$ cat src/rtl/instruction_fetch_unit_if.sv
// Fetch-stage bus bundle: redirect input, instruction-memory request/response
// channel, and the decoder-facing valid/ready instruction port.
interface instruction_fetch_unit_if #(
   parameter int INST_W   = 16,
   parameter int I_ADDR_W = 12
);
   logic                redirect_valid;
   logic [I_ADDR_W-1:0] redirect_target;
   logic                imem_req_valid;
   logic                imem_req_ready;
   logic [I_ADDR_W-1:0] imem_req_addr;
   logic                imem_rsp_valid;
   logic [INST_W-1:0]   imem_rsp_data;
   logic [INST_W-1:0]   instruction;
   logic [I_ADDR_W-1:0] instruction_pc;
   logic                instruction_valid;
   logic                instruction_ready;

   modport master (
      input  redirect_valid, redirect_target,
      output imem_req_valid, imem_req_addr,
      input  imem_req_ready,
      input  imem_rsp_valid, imem_rsp_data,
      output instruction, instruction_pc, instruction_valid,
      input  instruction_ready
   );

   modport slave (
      output redirect_valid, redirect_target,
      input  imem_req_valid, imem_req_addr,
      output imem_req_ready,
      output imem_rsp_valid, imem_rsp_data,
      input  instruction, instruction_pc, instruction_valid,
      output instruction_ready
   );
endinterface

$ cat src/rtl/instruction_fetch_unit.sv
// In-order instruction fetch with a small prefetch queue; a redirect flushes the
// queue and drains responses to requests issued before the redirect.
module instruction_fetch_unit #(
   parameter int                INST_W          = 16,
   parameter int                I_ADDR_W        = 12,
   parameter int                QUEUE_DEPTH     = 2,
   parameter logic [INST_W-1:0] NOP_INSTRUCTION = '0
) (
   input logic                     clk,
   input logic                     reset,
   instruction_fetch_unit_if.master bus
);
   localparam int CNT_W = $clog2(QUEUE_DEPTH + 1);
   localparam int PTR_W = (QUEUE_DEPTH > 1) ? $clog2(QUEUE_DEPTH) : 1;

   typedef enum logic {RUN, DRAIN} state_t;

   state_t              state, state_next;
   logic [I_ADDR_W-1:0] fetch_pc;
   logic [CNT_W-1:0]    count, outstanding, outstanding_next;
   logic [CNT_W-1:0]    drop_count, drop_count_next;
   logic [PTR_W-1:0]    q_head, q_tail, tag_head, tag_tail;
   logic [INST_W-1:0]   q_data [QUEUE_DEPTH];
   logic [I_ADDR_W-1:0] q_pc   [QUEUE_DEPTH];
   logic [I_ADDR_W-1:0] tag_pc [QUEUE_DEPTH];
   logic                req_valid, req_fire, rsp_fire, push, pop, head_valid;

   function automatic logic [PTR_W-1:0] ptr_inc(input logic [PTR_W-1:0] p);
      return (p == PTR_W'(QUEUE_DEPTH - 1)) ? '0 : p + PTR_W'(1);
   endfunction

   // Credit check uses the registered count: a same-cycle pop frees nothing.
   always_comb begin
      head_valid       = (count != '0);
      req_valid        = !reset && (state == RUN) && !bus.redirect_valid &&
                         (({1'b0, count} + {1'b0, outstanding}) < (CNT_W + 1)'(QUEUE_DEPTH));
      req_fire         = req_valid && bus.imem_req_ready;
      rsp_fire         = bus.imem_rsp_valid;
      push             = (state == RUN) && !bus.redirect_valid && rsp_fire;
      pop              = head_valid && bus.instruction_ready;
      outstanding_next = outstanding + CNT_W'(req_fire) - CNT_W'(rsp_fire);
      state_next       = state;
      drop_count_next  = drop_count;
      if (bus.redirect_valid) begin
         drop_count_next = outstanding_next;
         state_next      = (outstanding_next != '0) ? DRAIN : RUN;
      end else if ((state == DRAIN) && rsp_fire) begin
         drop_count_next = drop_count - CNT_W'(1);
         if (drop_count_next == '0) state_next = RUN;
      end
   end

   always_ff @(posedge clk) begin
      if (reset) begin
         state       <= RUN;
         fetch_pc    <= '0;
         count       <= '0;
         outstanding <= '0;
         drop_count  <= '0;
         q_head      <= '0;
         q_tail      <= '0;
         tag_head    <= '0;
         tag_tail    <= '0;
      end else begin
         state       <= state_next;
         drop_count  <= drop_count_next;
         outstanding <= outstanding_next;
         if (req_fire) begin
            fetch_pc <= fetch_pc + I_ADDR_W'(1);
            tag_tail <= ptr_inc(tag_tail);
         end
         if (bus.redirect_valid) fetch_pc <= bus.redirect_target;
         // Tags pop on every response, stale or not, so they stay aligned.
         if (rsp_fire) tag_head <= ptr_inc(tag_head);
         if (bus.redirect_valid) begin
            count  <= '0;
            q_head <= '0;
            q_tail <= '0;
         end else begin
            if (push) q_tail <= ptr_inc(q_tail);
            if (pop)  q_head <= ptr_inc(q_head);
            count <= count + CNT_W'(push) - CNT_W'(pop);
         end
      end
   end

   always_ff @(posedge clk) begin
      if (req_fire) tag_pc[tag_tail] <= fetch_pc;
      if (push) begin
         q_data[q_tail] <= bus.imem_rsp_data;
         q_pc[q_tail]   <= tag_pc[tag_head];
      end
   end

   assign bus.imem_req_valid    = req_valid;
   assign bus.imem_req_addr     = fetch_pc;
   assign bus.instruction_valid = head_valid;
   assign bus.instruction       = head_valid ? q_data[q_head] : NOP_INSTRUCTION;
   assign bus.instruction_pc    = head_valid ? q_pc[q_head]   : '0;

   a_no_overflow: assert property (@(posedge clk) disable iff (reset)
      !(push && !pop && (count == CNT_W'(QUEUE_DEPTH))));
   a_credit: assert property (@(posedge clk) disable iff (reset)
      (({1'b0, count} + {1'b0, outstanding}) <= (CNT_W + 1)'(QUEUE_DEPTH)));
   a_drain_underflow: assert property (@(posedge clk) disable iff (reset)
      !((state == DRAIN) && rsp_fire && (drop_count == '0)));
endmodule

$ cat src/flat_wrapper.sv
// flat-port wrapper written by rule: the top's interface ports become plain ports
module instruction_fetch_unit_flat 
#(
   parameter int                INST_W          = 16,
   parameter int                I_ADDR_W        = 12,
   parameter int                QUEUE_DEPTH     = 2,
   parameter logic [INST_W-1:0] NOP_INSTRUCTION = '0
)
  (clk, reset, bus_redirect_valid, bus_redirect_target, bus_imem_req_valid, bus_imem_req_addr, bus_imem_req_ready, bus_imem_rsp_valid, bus_imem_rsp_data, bus_instruction, bus_instruction_pc, bus_instruction_valid, bus_instruction_ready);
  instruction_fetch_unit_if #(.INST_W(INST_W), .I_ADDR_W(I_ADDR_W)) bus_i ();
  input logic clk;
  input logic reset;
  input wire logic [$bits(bus_i.redirect_valid)-1:0] bus_redirect_valid;
  input wire logic [$bits(bus_i.redirect_target)-1:0] bus_redirect_target;
  output wire logic [$bits(bus_i.imem_req_valid)-1:0] bus_imem_req_valid;
  output wire logic [$bits(bus_i.imem_req_addr)-1:0] bus_imem_req_addr;
  input wire logic [$bits(bus_i.imem_req_ready)-1:0] bus_imem_req_ready;
  input wire logic [$bits(bus_i.imem_rsp_valid)-1:0] bus_imem_rsp_valid;
  input wire logic [$bits(bus_i.imem_rsp_data)-1:0] bus_imem_rsp_data;
  output wire logic [$bits(bus_i.instruction)-1:0] bus_instruction;
  output wire logic [$bits(bus_i.instruction_pc)-1:0] bus_instruction_pc;
  output wire logic [$bits(bus_i.instruction_valid)-1:0] bus_instruction_valid;
  input wire logic [$bits(bus_i.instruction_ready)-1:0] bus_instruction_ready;
  assign bus_i.redirect_valid = bus_redirect_valid;
  assign bus_i.redirect_target = bus_redirect_target;
  assign bus_imem_req_valid = bus_i.imem_req_valid;
  assign bus_imem_req_addr = bus_i.imem_req_addr;
  assign bus_i.imem_req_ready = bus_imem_req_ready;
  assign bus_i.imem_rsp_valid = bus_imem_rsp_valid;
  assign bus_i.imem_rsp_data = bus_imem_rsp_data;
  assign bus_instruction = bus_i.instruction;
  assign bus_instruction_pc = bus_i.instruction_pc;
  assign bus_instruction_valid = bus_i.instruction_valid;
  assign bus_i.instruction_ready = bus_instruction_ready;
  instruction_fetch_unit #(.INST_W(INST_W), .I_ADDR_W(I_ADDR_W), .QUEUE_DEPTH(QUEUE_DEPTH), .NOP_INSTRUCTION(NOP_INSTRUCTION)) u_core (.clk(clk), .reset(reset), .bus(bus_i));
endmodule
$ cat config.mk
export PLATFORM = sky130hd
export DESIGN_NAME = instruction_fetch_unit_flat
export DESIGN_NICKNAME = d
export VERILOG_FILES = /design/src/rtl/instruction_fetch_unit_if.sv /design/src/rtl/instruction_fetch_unit.sv /design/src/flat_wrapper.sv
export SDC_FILE = /design/constraint.sdc
export NUM_CORES = 1
export LEC_CHECK = 0
export BUFFER_PORTS_ARGS = -buffer_cell sky130_fd_sc_hd__buf_2
export CAP_MARGIN = 20
export CORE_MARGIN = 8
export CORE_UTILIZATION = 46
export CTS_CLUSTER_DIAMETER = 40
export DETAILED_ROUTE_END_ITERATION = 7
export GPL_TIMING_DRIVEN = 0
export PLACE_DENSITY_LB_ADDON = 0.08
export SLEW_MARGIN = 20
export SYNTH_ARGS = -nofsm -noshare
export SYNTH_HDL_FRONTEND = slang
export SYNTH_SLANG_ARGS = --single-unit
$ cat constraint.sdc
create_clock -name clk -period 5.9 [get_ports clk]
set_input_delay 0.295 -clock clk [delete_from_list [all_inputs] [get_ports clk]]
set_output_delay 0.295 -clock clk [all_outputs]
set_load 0.03 [all_outputs]
Word-level counts from Yosys, hierarchy flattened
Memory sizes are Yosys's and may differ from the RTL's. A register that Yosys moved wholly into a read port is not among the register bits.
Cells that the tools add are included.
W data, S select, Z words.
{ "word_totals": {"reg_bits": 23, "out_inout_bits": 42, "ram_bits": 80, "word_cells": 67, "inputBits": 34, "mem_count": 3} }
{ "mem_list": {"columns": ["memory", "words", "width", "read_ports", "rd_clocked_by_memory_dff", "write_ports", "line", "text"], "rows": [
  ["u_core.q_data", 2, 16, 1, 1, 1, "instruction_fetch_unit.sv:23", "logic [INST_W-1:0] q_data [QUEUE_DEPTH];"],
  ["u_core.q_pc", 2, 12, 1, 1, 1, "instruction_fetch_unit.sv:24", "logic [I_ADDR_W-1:0] q_pc [QUEUE_DEPTH];"],
  ["u_core.tag_pc", 2, 12, 1, 1, 1, "instruction_fetch_unit.sv:25", "logic [I_ADDR_W-1:0] tag_pc [QUEUE_DEPTH];"]
]} }
{ "op_classes": {"magnitude_cmp": 1, "n_mux": 24, "add_sub_neg": 11, "reduce_logical": 18, "bitwise": 1} }
{ "ops": {"columns": ["operator", "n"], "rows": [
  ["$mux W12", 3],
  ["$mux W1", 18],
  ["$mux W16", 1],
  ["$add A12 B1 Y12 const B", 1],
  ["$reduce_bool A2 Y1", 5],
  ["$logic_and A1 B1 Y1", 8],
  ["$add A1 B1 Y1 const B", 4],
  ["$add A2 B1 Y2", 2],
  ["$mux W2", 2],
  ["$sub A2 B1 Y2", 2],
  ["$add A2 B2 Y3", 1],
  ["$lt A3 B2 Y1 const B", 1],
  ["$logic_not A1 Y1", 2],
  ["$logic_not A2 Y1", 1],
  ["$reduce_and A2 Y1", 1],
  ["$reduce_or A2 Y1", 1],
  ["$sub A2 B1 Y2 const B", 1],
  ["$not A1 Y1", 1]
]} }

Depth between registers and ports, before layout
{ "depth": {"word_depth": 10, "mapped_depth": 10, "depth_no_buf": 9} }

Worst setup path before layout
Ideal clock, no wire load.
{ "synth_path": {"kind": "reg-to-reg", "start": "reg u_core.count[0]", "end": "mem u_core.tag_pc[0][0] (enable)", "stages_incl_launch_ff": 7, "path_slack_ns": 2.979, "required_time_ns": 5.504, "t_arrival_ns": 2.525, "synth_period_minus_slack_ns": 2.921, "setup_ns": 0.396, "cell_sequence": "dfxtp_1 inv_1 nor2_1 fa_1 or4b_4 buf_6 nor3_1"} }
{ "synth_between": {"elab_chain_len": 6} }
{ "synth_rtl": {"columns": ["element", "line", "text"], "rows": [
  ["start, declared", "instruction_fetch_unit.sv:20", "logic [CNT_W-1:0] count, outstanding, outstanding_next;"],
  ["start signal, assigned", "instruction_fetch_unit.sv:82", "count <= count + CNT_W'(push) - CNT_W'(pop);"],
  ["$add A2 B2 Y3", "instruction_fetch_unit.sv:36", "(({1'b0, count} + {1'b0, outstanding}) < (CNT_W + 1)'(QUEUE_DEPTH));"],
  ["$lt A3 B2 Y1", "instruction_fetch_unit.sv:36", null],
  ["$logic_and A1 B1 Y1", "instruction_fetch_unit.sv:35", "req_valid = !reset && (state == RUN) && !bus.redirect_valid &&"],
  ["$logic_and A1 B1 Y1", "instruction_fetch_unit.sv:37", "req_fire = req_valid && bus.imem_req_ready;"],
  ["$mux W1", "instruction_fetch_unit.sv:88", "if (req_fire) tag_pc[tag_tail] <= fetch_pc;"],
  ["$mux W1 (implied by the code)", "instruction_fetch_unit.sv:88", null],
  ["end, declared", "instruction_fetch_unit.sv:25", null]
]} }
Every way passes these cells.

Worst setup path after layout
{ "layout_path": {"start": "reg u_core.count[0]", "end": "mem u_core.tag_pc[1][4] (enable)"} }
The elaborated chain is that of the path after synthesis.

==> implementation parameters <==
Parameter                              Value

Run status
  Result of the run    finished, final reports clean

Global route
  Initial antenna violation count    0
  GRT Overall Usage    13.0%
  Overflow after GRT    0
  Global-route wire length before repair    13.0 mm
  Vias in the first global route    2654
  Largest net degree at the start of global routing    29

Job
  Max capacitance violation total    0

STA
  Setup-violating endpoint count in the final report    0
  Setup repair after global routing missed its margin    no
  Final Hold Viols    0
  Final count of pins violating max slew    0
  Final Cycle Share    48.1%
  Upper clock frequency limit    352 MHz
  Slew at the pin closest to its max-slew limit    0.954 ns
  Final critical-path required period    2.84 ns
  Setup Skew    0.0199 ns
  Slew margin rel.    35.5%
  Accumulated negative setup slack    0 ns

Synth
  Top cells by area, synth    edfxtp_1 (57%), dfxtp_1 (12%), mux2i_1 (6.6%)
  Synthesized area per cell    14.1 um2
  Sequential-to-total area share from yosys stat    68.7%
  Register bit total from synthesis    105
  Unique masters post-synth    35
  Syn Nets    341
  Area of the mapped netlist    0.00423 mm2
  Total of warnings raised by yosys    0
  Portion of synthesized cell area occupied by the leading cell type    56.8%
  Cell taking the most area after synthesis    edfxtp_1
  Post-Syn Instances    300

Setup path
  Startpoint-to-endpoint class of the critical path    reg2reg
  Type of origin of the critical path    flip-flop
  Crit path capture type    flip-flop
  R2R Path End    u_core.tag_pc[1][4]
  Highest fanout seen on the critical path    12
  Destination of the critical timing path    u_core.tag_pc[1][4]
  Reg2reg setup slack    3.06 ns
  WP data arrival    2.83 ns
  Launch point of the critical path    u_core.count[0]
  Source of the worst register-to-register timing path    u_core.count[0]
  Required time reported for the critical path endpoint    5.89 ns
  Number of cell instances on the worst register-to-register path    5

Route
  Total via count in the routed design    2528
  Detailed Route WL    7.92 mm
  Post-DR wirelength/cell    15.7 um
  TritonRoute pass-1 iters    4
  Via-to-Cell Ratio    5.03
  Number of nets with antenna violations after detailed routing    0
  Drt initial violations    109
  Drc violations    0

Clocking
  Setup bufs post-CTS    0
  Clock Root Buffer    clkbuf_8
  Source-to-sink clock delay at the later pin of the worst-skew pair    0.36 ns
  CTS tree    done
  Clk slew on worst S/H paths    0.11 ns
  Number of H-tree levels    3
  Post-CTS Resized    0
  Clock sink count    105
  Max Buffers Root-to-Sink    2
  Inserted Clock Buffers    9
  Hold-fix buffers at CTS    0

Pwr
  Leakage dissipation    1.83 nW
  PD cells    290 mW/mm2
  Max rail drop VDD    0.000139 V

Floorplan
  Row Count    35
  Area of the die    0.0125 mm2
  Placeable Area    0.00906 mm2
  Die Height    112 um
  Chip width    112 um
  Starting Density    46.6%
  Top-Level Pins    76

Min path
  Worst min-delay path class    in2reg
  Hold_sp    bus_imem_rsp_data[2]

Finish
  Synth-to-Final Area Change    17.6%
  Layout cells sized above 1    28.6%
  Number of nets in the layout    428
  Count of placed standard cells in the final layout, fillers left out    503
  Number of diodes added for antenna fixing    0

Place
  Global placement routability congestion    0.763
  Placed cells    487
  Half-perimeter wire length of the detailed placement result    5.64 mm
  Quantity of I/O buffers inserted on ports    74
critical path, cell delays in order (launching register included):
cell and delay (ns):
dfxtp_1 0.34, inv_1 0.06, nor2_1 0.13, fa_1 0.46, nor4b_1 0.84, and3_1 0.64
routing by layer:
layer	GRT usage, %	vias up	part of all wire, %
met3	4.06	10	6.1
met5	0	-	0
met4	5.47	0	1.5
li1	-	1257	-
met2	20.8	68	45
met1	15.9	1193	48
cell usage after synthesis:
library cell	count
nor2b_1	3
xnor2_1	14
nor4_4	1
inv_1	8
and2_1	2
nand4_1	3
mux2i_1	28
dfxtp_1	25
a211oi_1	12
and3_1	1
nor3b_1	1
nor4b_1	1
xor2_1	5
a311oi_1	2
nor2_1	52
mux2_2	12
buf_2	1
nor3_1	4
buf_6	1
edfxtp_1	80
o21ai_0	1
or3_1	1
ha_1	6
clkbuf_1	9
or2_2	1
a211oi_2	1
nand2_1	9
nor4_1	4
or4b_4	1
fa_1	1
clkinv_1	1
and3_2	1
a21oi_1	2
buf_1	3
nand3_1	3
worst min path at each step:
stage | cells after the start | slack [ns] | end
2_1_floorplan | 0 | 0.39 | u_core.q_data[0][0]
3_3_place_gp | 1 | 0.48 | u_core.q_data[0][13]
3_5_place_dp | 1 | 0.49 | u_core.q_data[0][13]
4_1_cts | 1 | 0.10 | u_core.q_data[1][0]
5_1_grt | 1 | 0.10 | u_core.q_data[1][3]
6_report | 1 | 0.12 | u_core.q_data[0][2]
cell families after synthesis:
| logic type | Yosys count | share of synthesized area (%) |
|---|---|---|
| fa+ha+maj | 7 | 2.25 |
| simple gates | 88 | 9.86 |
| mux | 40 | 9.83 |
| xor+xnor | 19 | 3.94 |
| flops | 105 | 68.7 |
| compound gates | 18 | 3.20 |
| buf+inv | 23 | 2.25 |
metrics by stage:
step           hold WS, ns  utilization, %  total power [mW]  instance area, um2  setup WS, ns
3_5_place_dp         0.486            52.8              1.04                4780          2.99
6_report             0.120            54.8              1.44                4970          3.06
2_1_floorplan        0.394               -             0.982                4230          2.98
5_1_grt              0.100            54.8              1.50                4970          2.86
4_1_cts              0.104            54.8              1.45                4970          2.95
3_3_place_gp         0.483            52.2              1.04                4740          2.43
state kept, by name, indices dropped and copies added, names as in the netlist, named ones only:
register	flops
u_core.q_head	1
u_core.q_pc	24
u_core.q_tail	1
u_core.bus.imem_req_addr	12
u_core.state	1
u_core.drop_count	2
u_core.outstanding	2
u_core.tag_pc	24
u_core.tag_head	1
u_core.count	2
u_core.tag_tail	1
u_core.q_data	32
layout by cell type (no fill, tap or decap), types with 2 or more instances in the layout:
cell / Yosys / routed
buf_2: 1 / 75
clkbuf_1: 9 / 11
mux2_2: 12 / 12
clkinv_2: 0 / 2
clkbuf_8: 0 / 9
dfxtp_1: 25 / 25
a211oi_1: 12 / 12
nor4_1: 4 / 4
xnor2_1: 14 / 14
nand4_1: 3 / 3
edfxtp_1: 80 / 80
buf_1: 3 / 3
inv_1: 8 / 8
a311oi_1: 2 / 2
nor3_1: 4 / 3
mux2i_1: 28 / 28
ha_1: 6 / 6
xor2_1: 5 / 5
nor2b_1: 3 / 2
a21oi_1: 2 / 2
nor2_1: 52 / 52
nand3_1: 3 / 3
nand2_1: 9 / 9
cell type report:
type                    count  area (um2)
inverters                   9        33.8
clock buffers              12         156
clock inverters             4        27.5
well taps                 111         139
repair buffers             76         405
plain buffers              14        61.3
multi-input cells         172        1240
flip-flops and latches    105        2900
fillers                   780        4100
power breakdown:
| group | internal, mW | leakage [nW] | switching [mW] |
|---|---|---|---|
| sequential | 0.829 | 0.939 | 0.0217 |
| combinational | 0.0663 | 0.798 | 0.108 |
| clock | 0.181 | 0.0959 | 0.237 |
Note: power is estimated with default switching activity, not from simulation.
